$ cat src/rtl/vc_dest_arbiter_pkg.sv
// vc_dest_arbiter shared types and constants.
// FSM state encoding, destination-select index and default weight.
package vc_dest_arbiter_pkg;

  typedef enum logic {
    IDLE = 1'b0,
    RUN  = 1'b1
  } state_t;

  localparam int DEF_DATA_WIDTH = 6;
  localparam int DEF_VC0_WEIGHT = 3;
  localparam int WCNT_W         = 4;

  // Destination select lives one below the MSB of the word.
  function automatic int dsel_bit(input int w);
    return w - 2;
  endfunction

endpackage

$ cat src/rtl/vc_dest_arbiter_if.sv
// VC FIFO head / D FIFO push bundle for vc_dest_arbiter.
// master = arbiter side, slave = FIFO side.
interface vc_dest_arbiter_if #(
  parameter int DATA_WIDTH = 6
);

  logic [DATA_WIDTH-1:0] vc0_data;
  logic                  vc0_empty;
  logic                  vc0_pop;
  logic [DATA_WIDTH-1:0] vc1_data;
  logic                  vc1_empty;
  logic                  vc1_pop;
  logic                  d0_almost_full;
  logic                  d1_almost_full;
  logic                  d0_push;
  logic                  d1_push;
  logic [DATA_WIDTH-1:0] d_data;

  modport master (
    input  vc0_data, vc0_empty,
    input  vc1_data, vc1_empty,
    input  d0_almost_full, d1_almost_full,
    output vc0_pop, vc1_pop,
    output d0_push, d1_push, d_data
  );

  modport slave (
    output vc0_data, vc0_empty,
    output vc1_data, vc1_empty,
    output d0_almost_full, d1_almost_full,
    input  vc0_pop, vc1_pop,
    input  d0_push, d1_push, d_data
  );

endinterface

$ cat src/rtl/vc_dest_arbiter_wcnt.sv
// vc_weight_counter: counts VC0 wins over an eligible VC1.
// Saturates at WEIGHT; force_vc1 flags VC1's turn.
module vc_weight_counter
  import vc_dest_arbiter_pkg::*;
#(
  parameter int WEIGHT = DEF_VC0_WEIGHT
) (
  input  logic clk,
  input  logic reset,
  input  logic inc,
  input  logic clr,
  output logic force_vc1
);

  localparam logic [WCNT_W-1:0] WMAX = WCNT_W'(WEIGHT);

  logic [WCNT_W-1:0] wcnt;

  // Clear on VC1 grant, count VC0 wins, never pass WMAX.
  always_ff @(posedge clk) begin
    if (!reset) begin
      wcnt <= '0;
    end else if (clr) begin
      wcnt <= '0;
    end else if (inc && wcnt != WMAX) begin
      wcnt <= wcnt + 1'b1;
    end
  end

  assign force_vc1 = (wcnt == WMAX);

endmodule

$ cat src/rtl/vc_dest_arbiter.sv
// vc_dest_arbiter: weighted VC0/VC1 scheduler into D0/D1.
// VC_DEST_ARBITER_STATS_EN adds grant/stall counters.
module vc_dest_arbiter
  import vc_dest_arbiter_pkg::*;
#(
  parameter int DATA_WIDTH = DEF_DATA_WIDTH,
  parameter int VC0_WEIGHT = DEF_VC0_WEIGHT
) (
  input  logic clk,
  input  logic reset,
  input  logic active_in,
  output logic busy,
`ifdef VC_DEST_ARBITER_STATS_EN
  output logic [7:0] grant_cnt_vc0,
  output logic [7:0] grant_cnt_vc1,
  output logic [7:0] stall_cnt,
`endif
  vc_dest_arbiter_if.master bus
);

  localparam int SEL = dsel_bit(DATA_WIDTH);

  state_t state;
  state_t state_nx;

  logic run_en;
  logic vc0_dst;
  logic vc1_dst;
  logic vc0_elig;
  logic vc1_elig;
  logic gnt0;
  logic gnt1;
  logic gnt_any;
  logic gnt_dst;
  logic force_vc1;
  logic [DATA_WIDTH-1:0] gnt_data;

  logic                  d0_push_q;
  logic                  d1_push_q;
  logic [DATA_WIDTH-1:0] d_data_q;

  // State register.
  always_ff @(posedge clk) begin
    if (!reset) state <= IDLE;
    else        state <= state_nx;
  end

  // Next state follows active_in.
  always_comb begin
    state_nx = state;
    unique case (state)
      IDLE: if (active_in)  state_nx = RUN;
      RUN:  if (!active_in) state_nx = IDLE;
      default: state_nx = IDLE;
    endcase
  end

  assign busy   = (state == RUN);
  assign run_en = busy && active_in;

  assign vc0_dst = bus.vc0_data[SEL];
  assign vc1_dst = bus.vc1_data[SEL];

  // Eligibility and grant selection.
  always_comb begin
    vc0_elig = run_en && !bus.vc0_empty &&
      !(vc0_dst ? bus.d1_almost_full : bus.d0_almost_full);
    vc1_elig = run_en && !bus.vc1_empty &&
      !(vc1_dst ? bus.d1_almost_full : bus.d0_almost_full);
    gnt1     = vc1_elig && (!vc0_elig || force_vc1);
    gnt0     = vc0_elig && !gnt1;
    gnt_any  = gnt0 || gnt1;
    gnt_dst  = gnt1 ? vc1_dst : vc0_dst;
    gnt_data = gnt1 ? bus.vc1_data : bus.vc0_data;
  end

  vc_weight_counter #(
    .WEIGHT(VC0_WEIGHT)
  ) u_wcnt (
    .clk      (clk),
    .reset    (reset),
    .inc      (gnt0 && vc1_elig),
    .clr      (gnt1),
    .force_vc1(force_vc1)
  );

  assign bus.vc0_pop = gnt0 && reset;
  assign bus.vc1_pop = gnt1 && reset;

  // One-cycle push of the granted head word.
  always_ff @(posedge clk) begin
    if (!reset) begin
      d0_push_q <= 1'b0;
      d1_push_q <= 1'b0;
      d_data_q  <= '0;
    end else begin
      d0_push_q <= gnt_any && !gnt_dst;
      d1_push_q <= gnt_any && gnt_dst;
      if (gnt_any) d_data_q <= gnt_data;
    end
  end

  assign bus.d0_push = d0_push_q;
  assign bus.d1_push = d1_push_q;
  assign bus.d_data  = d_data_q;

`ifdef VC_DEST_ARBITER_STATS_EN
  // Wrapping grant counters and RUN-cycle stall counter.
  always_ff @(posedge clk) begin
    if (!reset) begin
      grant_cnt_vc0 <= '0;
      grant_cnt_vc1 <= '0;
      stall_cnt     <= '0;
    end else begin
      if (gnt0) grant_cnt_vc0 <= grant_cnt_vc0 + 1'b1;
      if (gnt1) grant_cnt_vc1 <= grant_cnt_vc1 + 1'b1;
      if (busy && !gnt_any && (!bus.vc0_empty || !bus.vc1_empty))
        stall_cnt <= stall_cnt + 1'b1;
    end
  end
`endif

endmodule

$ cat src/flat_wrapper.sv
// flat-port wrapper written by rule: the top's interface ports become plain ports
module vc_dest_arbiter_flat import vc_dest_arbiter_pkg::*;
#(
  parameter int DATA_WIDTH = DEF_DATA_WIDTH,
  parameter int VC0_WEIGHT = DEF_VC0_WEIGHT
)
  (clk, reset, active_in, busy, bus_vc0_data, bus_vc0_empty, bus_vc1_data, bus_vc1_empty, bus_d0_almost_full, bus_d1_almost_full, bus_vc0_pop, bus_vc1_pop, bus_d0_push, bus_d1_push, bus_d_data);
  vc_dest_arbiter_if #(.DATA_WIDTH(DATA_WIDTH)) bus_i ();
  input  logic clk;
  input  logic reset;
  input  logic active_in;
  output logic busy;
  input wire logic [$bits(bus_i.vc0_data)-1:0] bus_vc0_data;
  input wire logic [$bits(bus_i.vc0_empty)-1:0] bus_vc0_empty;
  input wire logic [$bits(bus_i.vc1_data)-1:0] bus_vc1_data;
  input wire logic [$bits(bus_i.vc1_empty)-1:0] bus_vc1_empty;
  input wire logic [$bits(bus_i.d0_almost_full)-1:0] bus_d0_almost_full;
  input wire logic [$bits(bus_i.d1_almost_full)-1:0] bus_d1_almost_full;
  output wire logic [$bits(bus_i.vc0_pop)-1:0] bus_vc0_pop;
  output wire logic [$bits(bus_i.vc1_pop)-1:0] bus_vc1_pop;
  output wire logic [$bits(bus_i.d0_push)-1:0] bus_d0_push;
  output wire logic [$bits(bus_i.d1_push)-1:0] bus_d1_push;
  output wire logic [$bits(bus_i.d_data)-1:0] bus_d_data;
  assign bus_i.vc0_data = bus_vc0_data;
  assign bus_i.vc0_empty = bus_vc0_empty;
  assign bus_i.vc1_data = bus_vc1_data;
  assign bus_i.vc1_empty = bus_vc1_empty;
  assign bus_i.d0_almost_full = bus_d0_almost_full;
  assign bus_i.d1_almost_full = bus_d1_almost_full;
  assign bus_vc0_pop = bus_i.vc0_pop;
  assign bus_vc1_pop = bus_i.vc1_pop;
  assign bus_d0_push = bus_i.d0_push;
  assign bus_d1_push = bus_i.d1_push;
  assign bus_d_data = bus_i.d_data;
  vc_dest_arbiter #(.DATA_WIDTH(DATA_WIDTH), .VC0_WEIGHT(VC0_WEIGHT)) u_core (.clk(clk), .reset(reset), .active_in(active_in), .busy(busy), .bus(bus_i));
endmodule
$ cat config.mk
export PLATFORM = sky130hd
export DESIGN_NAME = vc_dest_arbiter_flat
export DESIGN_NICKNAME = d
export VERILOG_FILES = /design/src/rtl/vc_dest_arbiter_pkg.sv /design/src/rtl/vc_dest_arbiter_if.sv /design/src/rtl/vc_dest_arbiter_wcnt.sv /design/src/rtl/vc_dest_arbiter.sv /design/src/flat_wrapper.sv
export SDC_FILE = /design/constraint.sdc
export NUM_CORES = 1
export LEC_CHECK = 0
export ABC_CLOCK_PERIOD_IN_PS = 5700
export BUFFER_PORTS_ARGS = -buffer_cell sky130_fd_sc_hd__buf_2
export CAP_MARGIN = 10
export CORE_MARGIN = 1.5
export CORE_UTILIZATION = 48
export DETAILED_ROUTE_END_ITERATION = 10
export HOLD_SLACK_MARGIN = 0.02
export MAX_ROUTING_LAYER = met4
export PLACE_DENSITY = 0.81
export REMOVE_ABC_BUFFERS = 1
export SLEW_MARGIN = 5
export SYNTH_ARGS = -nofsm -noshare
export SYNTH_HDL_FRONTEND = slang
export SYNTH_HIERARCHICAL = 1
export SYNTH_SLANG_ARGS = --single-unit
$ cat constraint.sdc
create_clock -name clk -period 5.7 [get_ports clk]
set_clock_uncertainty 0.15 [all_clocks]
set_input_delay 1.14 -clock clk [delete_from_list [all_inputs] [get_ports clk]]
set_output_delay 1.14 -clock clk [all_outputs]
set_load 0.05 [all_outputs]
# Word level (Yosys, flattened, before mapping)
# Index checks and enable logic that the tools add are counted.
[totals]
input_bits = 19
regBits = 13
output_inout_bits = 11
word_cells = 37
[op_classes]
reduce_logical = 23
addsub = 1
bitwise_logic = 1
n_eq_ne = 2
n_mux = 5
[op_table]
columns = ["op", "count"]
rows = [
  ["$logic_and 1x1->1", 13],
  ["$logic_not 1->1", 7],
  ["$mux 6", 1],
  ["$add 4x1->4 const B", 1],
  ["$eq 4x2->1 const B", 1],
  ["$mux 1", 4],
  ["$ne 4x2->1 const B", 1],
  ["$logic_or 1x1->1", 2],
  ["$reduce_or 2->1", 1],
  ["$not 1->1", 1],
]

# Logic depth before layout (Yosys ltp)
# Gate-level depths: netlist of the first run.
[depth]
word_depth = 10
depth_mapped = 8
depth_no_buf = 8

# By module
# Netlist of the first run, hierarchy kept.
[by_module_without_submodules]
columns = ["mod", "seq_area_each_um2", "n_inst", "area_per_inst_um2", "cells_per_inst"]
rows = [
  ["vc_dest_arbiter", 180.2, 1, 483.0, 49],
  ["vc_weight_counter", 80.1, 1, 188.9, 21],
]

# Worst setup path before layout of the first run
# No wires, ideal clock.
[synth_path]
kind = "input to output"
from = "input port bus_vc1_data[4]"
to = "output port bus_vc1_pop"
t_arrival_ps = 2410
required_time_ps = 4410
path_slack_ps = 2000
n_path_buf = 0
stages = 3
path_cell_list = "mux2_4 > a2111oi_4 > and2_2"
[synth_between]
elab_chain_cells = 5
[synth_lines]
columns = ["element", "line_no", "source"]
rows = [
  ["from (decl)", "flat_wrapper.sv:15", "input wire logic [$bits(bus_i.vc1_data)-1:0] bus_vc1_data;"],
  ["$mux 1", "vc_dest_arbiter.sv:69", "!(vc1_dst ? bus.d1_almost_full : bus.d0_almost_full);"],
  ["$logic_not 1->1", "vc_dest_arbiter.sv:69", ""],
  ["$logic_and 1x1->1", "vc_dest_arbiter.sv:68", "vc1_elig = run_en && !bus.vc1_empty &&"],
  ["$logic_and 1x1->1", "vc_dest_arbiter.sv:70", "gnt1 = vc1_elig && (!vc0_elig || force_vc1);"],
  ["net u_core.gnt1", "vc_dest_arbiter.sv:32", "logic gnt1;"],
  ["$logic_and 1x1->1", "vc_dest_arbiter.sv:88", "assign bus.vc1_pop = gnt1 && reset;"],
  ["to (decl)", "flat_wrapper.sv:20", "output wire logic [$bits(bus_i.vc1_pop)-1:0] bus_vc1_pop;"],
]
# The timed path passes the listed nets, and every way through them passes these cells.

# Worst setup path in the final report of the first run
# Ends and elaborated chain as after synthesis.

==> impl_metrics.py, run 1 <==
metrics = {
    "logic_synthesis": {
        "synthTopCellsByArea": "dfxtp_1 39%, mux2i_1 8.9%, a21oi_2 6.5%",
        "syn_avg_cell_area_um2": 9.60,
        "synth.yosys.seq_area_share": 0.387,
        "synth.ff_latch_count": 13,
        "yosys.cell_count.top_type": "dfxtp_1",
        "yosysTopAreaCell": "dfxtp_1",
        "syn_area_um2": 672,
        "synth_edf_count": 0,
        "yosys.cell_types.count": 30,
        "synthArstFlopShare": 0,
        "synth_cells": 70,
        "yosysWarnings": 6,
        "synth-main-ff-cell": "dfxtp_1",
        "synth_common_cells": "13 x dfxtp_1, 7 x o21ai_0, 6 x mux2i_1",
        "netlist.area_leader.share": 0.387,
    },
    "power": {
        "vdd_drop_max_uv": 109,
        "total_leakage_power_nw": 0.368,
        "p_per_area_nw_per_um2": 214,
        "power_w": 0.000184,
    },
    "place": {
        "pre_cts_slack_ns": 1.71,
        "port_buffers": 29,
        "dpl_cell_area_um2": 835,
        "dpl.hpwl_um": 1080,
        "place_congestion": 0.808,
    },
    "drt": {
        "drt_iter0_markers": 11,
        "route.vias.total": 627,
        "viasPerCell": 5.41,
        "dr.pass1.iters": 4,
        "route.detailed.drc": 0,
        "routed_wl_um": 1390,
        "wl_per_cell_um": 11.9,
        "final_antenna_net_count": 0,
    },
    "critical_path": {
        "max_stage_delay_ns": 0.64,
        "cp_top_family": "compound AO/OA/AOI/OAI gates",
        "crit_chain": "buf_2 > mux2_4 > a2111oi_4 > and2_2 > buf_2",
        "cp_slowest_cell": "a2111oi_4",
        "endpoint_kind": "output port",
        "critPathMaxFanout": 9,
        "critPathLaunchType": "input pin",
        "r2r_slack_ns": 3.25,
        "crit_top_cell": "buf_2",
        "critPathArrivalTime_ns": 2.72,
        "path_class": "input pin to output port",
        "required_ns": 4.41,
        "path_buf_inv": 2,
    },
    "global_route": {
        "grt_pass1_wl_um": 2160,
        "grt_max_degree": 15,
        "antenna_found_initial": 0,
        "overflow": 0,
        "grt_pass1_vias": 510,
        "grt_use_total": 0.200,
    },
    "cts": {
        "cts_made_buffers": 3,
        "cts.sinks": 13,
        "cts_tree": "built",
        "holdBufCountCts": 0,
        "cts_setup_buffers": 0,
        "path_clk_slew_ns": 0.07,
        "clk_latency_ns": 0.27,
        "cts_buffer_depth": 2,
        "cts_root_buf": "clkbuf_4",
        "cts_resized": 0,
        "htreeDepth": 1,
    },
    "finish": {
        "final_nets": 122,
        "stdcell_area_um2": 861,
        "diodes": 0,
        "final_layout_size_suffix_gt1_frac": 0.446,
        "nFillCells": 123,
        "fin_util": 0.662,
        "area_delta_synth_final_pct": 28.1,
    },
    "status": {
        "status": "finished, final reports clean",
    },
    "sta": {
        "final-hold-violation-count": 0,
        "fin_setup_tns_ns": 0,
        "rsz0062_at_grt": "false",
        "slew_viol_final": 0,
        "fin_crit_sh": 0.703,
        "worstMarginPinSlew_ns": 0.928,
        "setup_viol": 0,
        "fmax_ghz": 0.249,
        "setup_slack_ns": 1.69,
        "max_slew_margin": 0.381,
        "min_period_ns": 4.01,
    },
    "floorplan": {
        "die-area_um2": 1630,
        "fp.coreArea_um2": 1300,
        "ios": 30,
        "initial_core_util": 0.516,
        "die_x_um": 40.4,
        "die_h_um": 40.4,
        "fp-row-count": 13,
    },
    "worst_hold_path": {
        "hold_class": "flop to flop",
    },
    "job": {
        "cap_viol_max_count": 0,
    },
}
-- state kept, by name (all words and copies together), names as in the netlist --
name                flops
u_core/bus.d_data       6
u_core/u_wcnt/wcnt      4
u_core/bus.d0_push      1
u_core/bus.d1_push      1
u_core/busy             1
-- logic make-up (layout without fill, tap and decap cells) --
group,after synthesis,count (layout),share of synthesized area
adder cells (fa/ha/maj),1,1,0.0186
AO/OA/AOI/OAI,20,20,0.231
flip-flops,13,13,0.387
XOR/XNOR,1,1,0.0130
multiplexers,8,8,0.128
buffers and inverters,4,35,0.0242
AND/OR/NAND/NOR,23,23,0.197
-- per-stage QoR --
| step | std cells | hold slack, ns |
|---|---|---|
| 2_1_floorplan | 68 | 0.318 |
| 3_3_place_gp | 112 | 0.336 |
| 3_5_place_dp | 112 | 0.355 |
| 4_1_cts | 116 | 0.367 |
| 5_1_grt | 116 | 0.381 |
| 6_report | 116 | 0.360 |
-- worst reg2reg max path, cell delays in order, from the launching register on --
cell	delay (ns)
dfxtp_1	0.34
ha_1	0.23
nor3b_2	0.19
nor2_1	0.24
nand4_1	0.18
nor3_1	0.49
inv_2	0.08
or3_1	0.35
a21oi_1	0.14
-- cells in the final DEF (no fill, tap or decap), types with 2 or more instances in the layout --
cell / count
buf_2: 29
dfxtp_1: 13
o21ai_0: 7
mux2i_1: 6
nand2_1: 5
a21oi_2: 5
nor2_1: 4
a21oi_1: 4
clkbuf_4: 3
nand3b_1: 2
nand4_1: 2
nor3_1: 2
-- final cells by class --
cell class / count / area [um2] / area share
multi-input cells: 53 / 403 / 0.468
flip-flops and latches: 13 / 260 / 0.302
repair buffers: 29 / 145 / 0.169
clock buffers: 4 / 26.3 / 0.0305
well taps: 15 / 18.8 / 0.0218
inverters: 2 / 7.51 / 0.00872
-- per-layer routing --
layer | vias to the layer above | share of wire | track usage
met2 | 22 | 0.50 | 0.333
li1 | 318 | - | -
met1 | 285 | 0.45 | 0.239
met4 | 0 | 0.0051 | 0.0750
met5 | - | 0 | -
met3 | 2 | 0.045 | 0.0333
-- power breakdown --
part / switching [W] / total, W / internal [W] / leakage [nW]
Combinational: 0.0000215 / 0.0000336 / 0.0000122 / 0.248
Clock: 0.0000294 / 0.0000564 / 0.0000271 / 0.0150
Sequential: 0.00000114 / 0.0000942 / 0.0000931 / 0.105
Total: 0.0000520 / 0.000184 / 0.000132 / 0.368
-- worst paths after layout --
check / from / endpoint / depth (start not counted)
hold reg to reg: u_core/u_wcnt/wcnt[2] / u_core/u_wcnt/wcnt[2] / 2
hold / removal: u_core/u_wcnt/wcnt[2] / u_core/u_wcnt/wcnt[2] / 2
setup reg to reg: u_core/u_wcnt/wcnt[0] / u_core/u_wcnt/wcnt[0] / 8
setup / recovery: bus_vc1_data[4] / bus_vc1_pop / 5
Note: power is estimated with default switching activity, not from simulation.
==> run 2: changes to the inputs <==
--- a/config.mk
+++ b/config.mk
@@ -5,15 +5,15 @@
 export SDC_FILE = /design/constraint.sdc
 export NUM_CORES = 1
 export LEC_CHECK = 0
-export ABC_CLOCK_PERIOD_IN_PS = 5700
+export ABC_CLOCK_PERIOD_IN_PS = 4000
 export BUFFER_PORTS_ARGS = -buffer_cell sky130_fd_sc_hd__buf_2
 export CAP_MARGIN = 10
 export CORE_MARGIN = 1.5
-export CORE_UTILIZATION = 48
+export CORE_UTILIZATION = 44
 export DETAILED_ROUTE_END_ITERATION = 10
 export HOLD_SLACK_MARGIN = 0.02
 export MAX_ROUTING_LAYER = met4
-export PLACE_DENSITY = 0.81
+export PLACE_DENSITY = 0.75
 export REMOVE_ABC_BUFFERS = 1
 export SLEW_MARGIN = 5
 export SYNTH_ARGS = -nofsm -noshare
==> constraint.sdc (replaced) <==
create_clock -name clk -period 4 [get_ports clk]
set_clock_uncertainty 0.15 [all_clocks]
set_input_delay 0.8 -clock clk [delete_from_list [all_inputs] [get_ports clk]]
set_output_delay 0.8 -clock clk [all_outputs]
set_load 0.05 [all_outputs]
==> run 2 against run 1 <==
Net effect:
- routed wire length grew 2.4%
- worst setup slack lost 0.95 ns
- clock power grew 41%
- global-route usage shrank 2.8 points
- design area grew 0.87%
- final cell count grew 0.86%
- die area grew 8.4%
- register-to-register slack lost 1.7 ns
- sequential share of layout area shrank 0.26 points
- combinational power grew 43%
- largest power group unchanged
==> impl_metrics.py, run 2 (same netlist as run 1, synthesis figures left out) <==
metrics = {
    "status": {
        "status": "finished, final reports clean",
    },
    "drt": {
        "dr.pass1.iters": 4,
        "wl_per_cell_um": 12.1,
        "viasPerCell": 5.33,
        "drt_iter0_markers": 8,
        "route.vias.total": 624,
        "final_antenna_net_count": 0,
        "routed_wl_um": 1420,
        "route.detailed.drc": 0,
    },
    "job": {
        "cap_viol_max_count": 0,
    },
    "place": {
        "place_congestion": 0.872,
        "dp_cells": 113,
        "dpl_cell_area_um2": 842,
        "dpl.hpwl_um": 1070,
        "port_buffers": 29,
    },
    "sta": {
        "rsz0062_at_grt": "false",
        "min_period_ns": 3.26,
        "final-hold-violation-count": 0,
        "fin_hold_ws_ns": 0.356,
        "slew_viol_final": 0,
        "worstMarginPinSlew_ns": 0.926,
        "max_slew_margin": 0.383,
        "fmax_ghz": 0.307,
        "fin_setup_tns_ns": 0,
        "setup_viol": 0,
        "fin_crit_sh": 0.815,
    },
    "critical_path": {
        "path_class": "flop to output port",
        "critPathMaxFanout": 6,
        "required_ns": 3.05,
        "critPathArrivalTime_ns": 2.31,
        "endpoint_kind": "output port",
        "critPathLaunchType": "flop",
    },
    "global_route": {
        "antenna_found_initial": 0,
        "overflow": 0,
        "grt_max_degree": 15,
        "grt_use_total": 0.173,
        "grt_pass1_vias": 592,
        "grt_pass1_wl_um": 2300,
    },
    "floorplan": {
        "die-area_um2": 1770,
        "fp-row-count": 13,
        "ios": 30,
        "initial_core_util": 0.492,
        "die_h_um": 42.1,
        "fp.coreArea_um2": 1370,
        "die_x_um": 42.1,
    },
    "cts": {
        "htreeDepth": 1,
        "cts_root_buf": "clkbuf_4",
        "holdBufCountCts": 0,
        "cts_buffer_depth": 2,
        "cts_setup_buffers": 0,
        "path_clk_slew_ns": 0.08,
        "cts_tree": "built",
        "cts_resized": 0,
        "cts_made_buffers": 3,
        "clk_latency_ns": 0.27,
        "cts.sinks": 13,
    },
    "finish": {
        "largest_register_ffs": 6,
        "final_common_cell": "buf_2",
        "layout_common_cells": "29 x buf_2, 13 x dfxtp_1, 7 x o21ai_0, 6 x mux2i_1",
        "nFillCells": 118,
        "final_nets": 123,
        "final_layout_size_suffix_gt1_frac": 0.451,
        "area_delta_synth_final_pct": 29.2,
        "register_area_um2": 260,
        "diodes": 0,
        "stdcell_area_um2": 868,
        "multi_input_area_um2": 403,
        "final_cell_count_no_fill": 117,
    },
    "power": {
        "p_per_area_nw_per_um2": 302,
        "vdd_drop_max_uv": 182,
        "total_leakage_power_nw": 0.374,
    },
    "worst_hold_path": {
        "hold_class": "flop to flop",
    },
}
==> run 2: cell types whose count changed in the layout (fill, tap and decap cells not counted), sizes merged <==
cell	before	now
buf	29	30
==> run 2: routing by layer <==
layer / global-route usage / routed length [um] / up-vias
li1: - / - / 317
met1: 0.173 / 613 / 286
met2: 0.309 / 727 / 21
met3: 0.0517 / 77 / 0
met4: 0.0750 / 0 / 0
met5: - / 0 / -
==> run 2: final timing paths <==
| check | start | end | slack (ns) | depth (start not counted) |
|---|---|---|---|---|
| setup reg to reg | u_core/u_wcnt/wcnt[0] | u_core/bus.d_data[3] | 1.60 | 7 |
| hold / removal | u_core/u_wcnt/wcnt[2] | u_core/u_wcnt/wcnt[2] | 0.36 | 2 |
| hold reg to reg | u_core/u_wcnt/wcnt[2] | u_core/u_wcnt/wcnt[2] | 0.36 | 2 |
| setup / recovery | u_core/u_wcnt/wcnt[0] | bus_vc1_pop | 0.74 | 6 |
==> run 2: metrics by stage <==
stage / util / worst slack (ns) / total power [W]
final: 0.636 / 0.741 / 0.000262
after global routing: 0.636 / 0.553 / 0.000278
after CTS: 0.636 / 0.719 / 0.000266
after detailed placement: 0.616 / 0.867 / 0.000185
after global placement: 0.616 / 0.871 / 0.000184
after floorplan: - / 0.980 / 0.000166
==> run 2: worst max-delay path, cell delays in order, from the launching register on <==
cell and delay, ns:
dfxtp_1 0.38, ha_1 0.20, nor3b_2 0.30, nor2_1 0.13
a2111oi_4 0.55, and2_2 0.23, buf_2 0.25
==> run 2: cell type report <==
| type | count | share of cell area |
|---|---|---|
| multi-input cells | 53 | 0.464 |
| flip-flops and latches | 13 | 0.300 |
| repair buffers | 30 | 0.176 |
| clock buffers | 4 | 0.0303 |
| well taps | 15 | 0.0216 |
| inverters | 2 | 0.00865 |
==> run 2: where the power goes <==
| part | switching, W | total [W] | internal [W] |
|---|---|---|---|
| Clock | 0.0000412 | 0.0000797 | 0.0000385 |
| Combinational | 0.0000306 | 0.0000481 | 0.0000175 |
| Sequential | 0.00000162 | 0.000134 | 0.000133 |
==> run 3: changes to the inputs <==
--- a/config.mk
+++ b/config.mk
@@ -5,15 +5,15 @@
 export SDC_FILE = /design/constraint.sdc
 export NUM_CORES = 1
 export LEC_CHECK = 0
-export ABC_CLOCK_PERIOD_IN_PS = 4000
+export ABC_CLOCK_PERIOD_IN_PS = 2700
 export BUFFER_PORTS_ARGS = -buffer_cell sky130_fd_sc_hd__buf_2
 export CAP_MARGIN = 10
 export CORE_MARGIN = 1.5
-export CORE_UTILIZATION = 44
+export CORE_UTILIZATION = 40
 export DETAILED_ROUTE_END_ITERATION = 10
 export HOLD_SLACK_MARGIN = 0.02
 export MAX_ROUTING_LAYER = met4
-export PLACE_DENSITY = 0.75
+export PLACE_DENSITY = 0.72
 export REMOVE_ABC_BUFFERS = 1
 export SLEW_MARGIN = 5
 export SYNTH_ARGS = -nofsm -noshare
==> constraint.sdc (replaced) <==
create_clock -name clk -period 2.7 [get_ports clk]
set_clock_uncertainty 0.15 [all_clocks]
set_input_delay 0.54 -clock clk [delete_from_list [all_inputs] [get_ports clk]]
set_output_delay 0.54 -clock clk [all_outputs]
set_load 0.05 [all_outputs]
==> run 3 against run 2 <==
Net effect:
- global-route usage rose by 2.2 points
- critical path depth unchanged
- clock power is 56% higher
- sequential cell count unchanged
- sequential share of layout area shrank 0.97 points
- die area increased by 9.3%
- total power rose by 51%
- worst setup slack lost 0.60 ns
- sequential power up 49%
- largest power group unchanged
==> impl_metrics.py, run 3 (same netlist as run 1, synthesis figures left out) <==
metrics = {
    "cts": {
        "holdBufCountCts": 0,
        "htreeDepth": 1,
        "cts_root_buf": "clkbuf_4",
        "path_clk_slew_ns": 0.08,
        "clk_latency_ns": 0.28,
        "cts_buffer_depth": 2,
        "cts.sinks": 13,
        "cts_tree": "built",
        "cts_made_buffers": 3,
    },
    "sta": {
        "rsz0062_at_grt": "false",
        "fmax_ghz": 0.391,
        "fin_crit_sh": 0.948,
        "fin_setup_tns_ns": 0,
        "final-hold-violation-count": 0,
        "slew_viol_final": 0,
        "max_slew_margin": 0.792,
        "setup_viol": 0,
        "min_period_ns": 2.56,
        "setup_slack_ns": 0.141,
        "worstMarginPinSlew_ns": 0.304,
    },
    "place": {
        "place_congestion": 0.815,
        "port_buffers": 29,
        "dpl.hpwl_um": 1160,
        "dp_cells": 116,
        "pre_cts_slack_ns": 0.212,
    },
    "finish": {
        "final_layout_size_suffix_gt1_frac": 0.495,
        "multi_input_area_um2": 412,
        "area_delta_synth_final_pct": 34.8,
        "final_common_cell": "buf_2",
        "register_area_um2": 263,
        "nFillCells": 141,
        "largest_register_ffs": 6,
        "layout_common_cells": "28 x buf_2, 11 x dfxtp_1, 7 x o21ai_0, 6 x mux2i_1",
        "diodes": 0,
        "fin_util": 0.588,
        "final_nets": 126,
        "final_cell_count_no_fill": 121,
    },
    "floorplan": {
        "die_x_um": 44.0,
        "fp.coreArea_um2": 1540,
        "fp-row-count": 14,
        "initial_core_util": 0.436,
        "die_h_um": 44.0,
        "die-area_um2": 1930,
        "ios": 30,
    },
    "global_route": {
        "grt_max_degree": 15,
        "grt_pass1_wl_um": 2740,
        "overflow": 0,
        "grt_pass1_vias": 670,
        "antenna_found_initial": 0,
        "grt_use_total": 0.195,
    },
    "job": {
        "cap_viol_max_count": 0,
    },
    "power": {
        "total_leakage_power_nw": 0.385,
        "p_per_area_nw_per_um2": 436,
        "vdd_drop_max_uv": 280,
    },
    "critical_path": {
        "path_buf_inv": 1,
        "cp_slowest_cell": "dfxtp_2",
        "required_ns": 2.01,
        "crit_start": "u_core/u_wcnt/wcnt[0]",
        "rr_startpoint": "u_core/u_wcnt/wcnt[0]",
        "endpoint_kind": "output port",
        "cp_top_family": "simple AND/OR/NAND/NOR gates",
        "critPathMaxFanout": 4,
        "max_stage_delay_ns": 0.36,
        "path_class": "flop to output port",
        "crit_chain": "ha_2 > nor3b_4 > nor2_1 > a2111oi_4 > and2_2 > buf_4",
        "critPathLaunchType": "flop",
        "critPathArrivalTime_ns": 1.87,
    },
    "drt": {
        "route.vias.total": 632,
        "final_antenna_net_count": 0,
        "routed_wl_um": 1530,
        "wl_per_cell_um": 12.7,
        "route.detailed.drc": 0,
        "drt_iter0_markers": 2,
        "dr.pass1.iters": 2,
        "viasPerCell": 5.22,
    },
    "worst_hold_path": {
        "min_from": "u_core/u_wcnt/wcnt[1]",
        "hold_class": "flop to flop",
    },
    "status": {
        "status": "finished, final reports clean",
    },
}
## run 3: path summary, 6_finish.rpt
kind	end	cells after the start	slack (ns)
setup / recovery	bus_vc1_pop	6	0.14
setup reg to reg	u_core/u_wcnt/wcnt[0]	8	0.60
hold / removal	u_core/u_wcnt/wcnt[1]	2	0.35
hold reg to reg	u_core/u_wcnt/wcnt[1]	2	0.35
## run 3: area by class of cell
class / instances / share of cell area
Timing Repair Buffer: 33 / 0.196
Clock buffer: 4 / 0.0290
Multi-Input combinational cell: 53 / 0.454
Sequential cell: 13 / 0.290
Tap cell: 16 / 0.0221
Inverter: 2 / 0.00829
## run 3: what timing repair did
action                     CTS  global route
pin swaps                    0             1
resized for setup            2             3
setup endpoints to repair    2             2
setup buffers                1             0
## run 3: metal layers
| metal | wire length [um] | track usage | vias to the layer above | part of all wire |
|---|---|---|---|---|
| li1 | - | - | 327 | - |
| met1 | 680 | 0.221 | 282 | 0.44 |
| met2 | 750 | 0.335 | 20 | 0.49 |
| met3 | 76 | 0.0375 | 3 | 0.050 |
| met4 | 25 | 0.0727 | 0 | 0.016 |
| met5 | 0 | - | - | 0 |
## run 3: through the flow
stage | power [W] | hold slack, ns | area [um2]
global placement | 0.000274 | 0.337 | 858
CTS | 0.000401 | 0.355 | 901
finish | 0.000395 | 0.355 | 906
detailed placement | 0.000276 | 0.347 | 858
global route | 0.000420 | 0.361 | 906
floorplan | 0.000247 | 0.318 | 663
## run 3: worst register-to-register path, cell delays in order (launching register included)
cell,delay (ns)
dfxtp_2,0.34
ha_2,0.20
nor3b_4,0.15
nor2_1,0.20
nand4_1,0.17
nor3_1,0.27
inv_2,0.07
or3_1,0.34
a21oi_1,0.14
## run 3: report_power, final
group          leakage [nW]  internal [W]  switching (W)  total [W]
clock                0.0150     0.0000574      0.0000670   0.000124
combinational         0.264     0.0000266      0.0000454  0.0000720
sequential            0.106      0.000196     0.00000241   0.000199
total                 0.385      0.000280       0.000115   0.000395
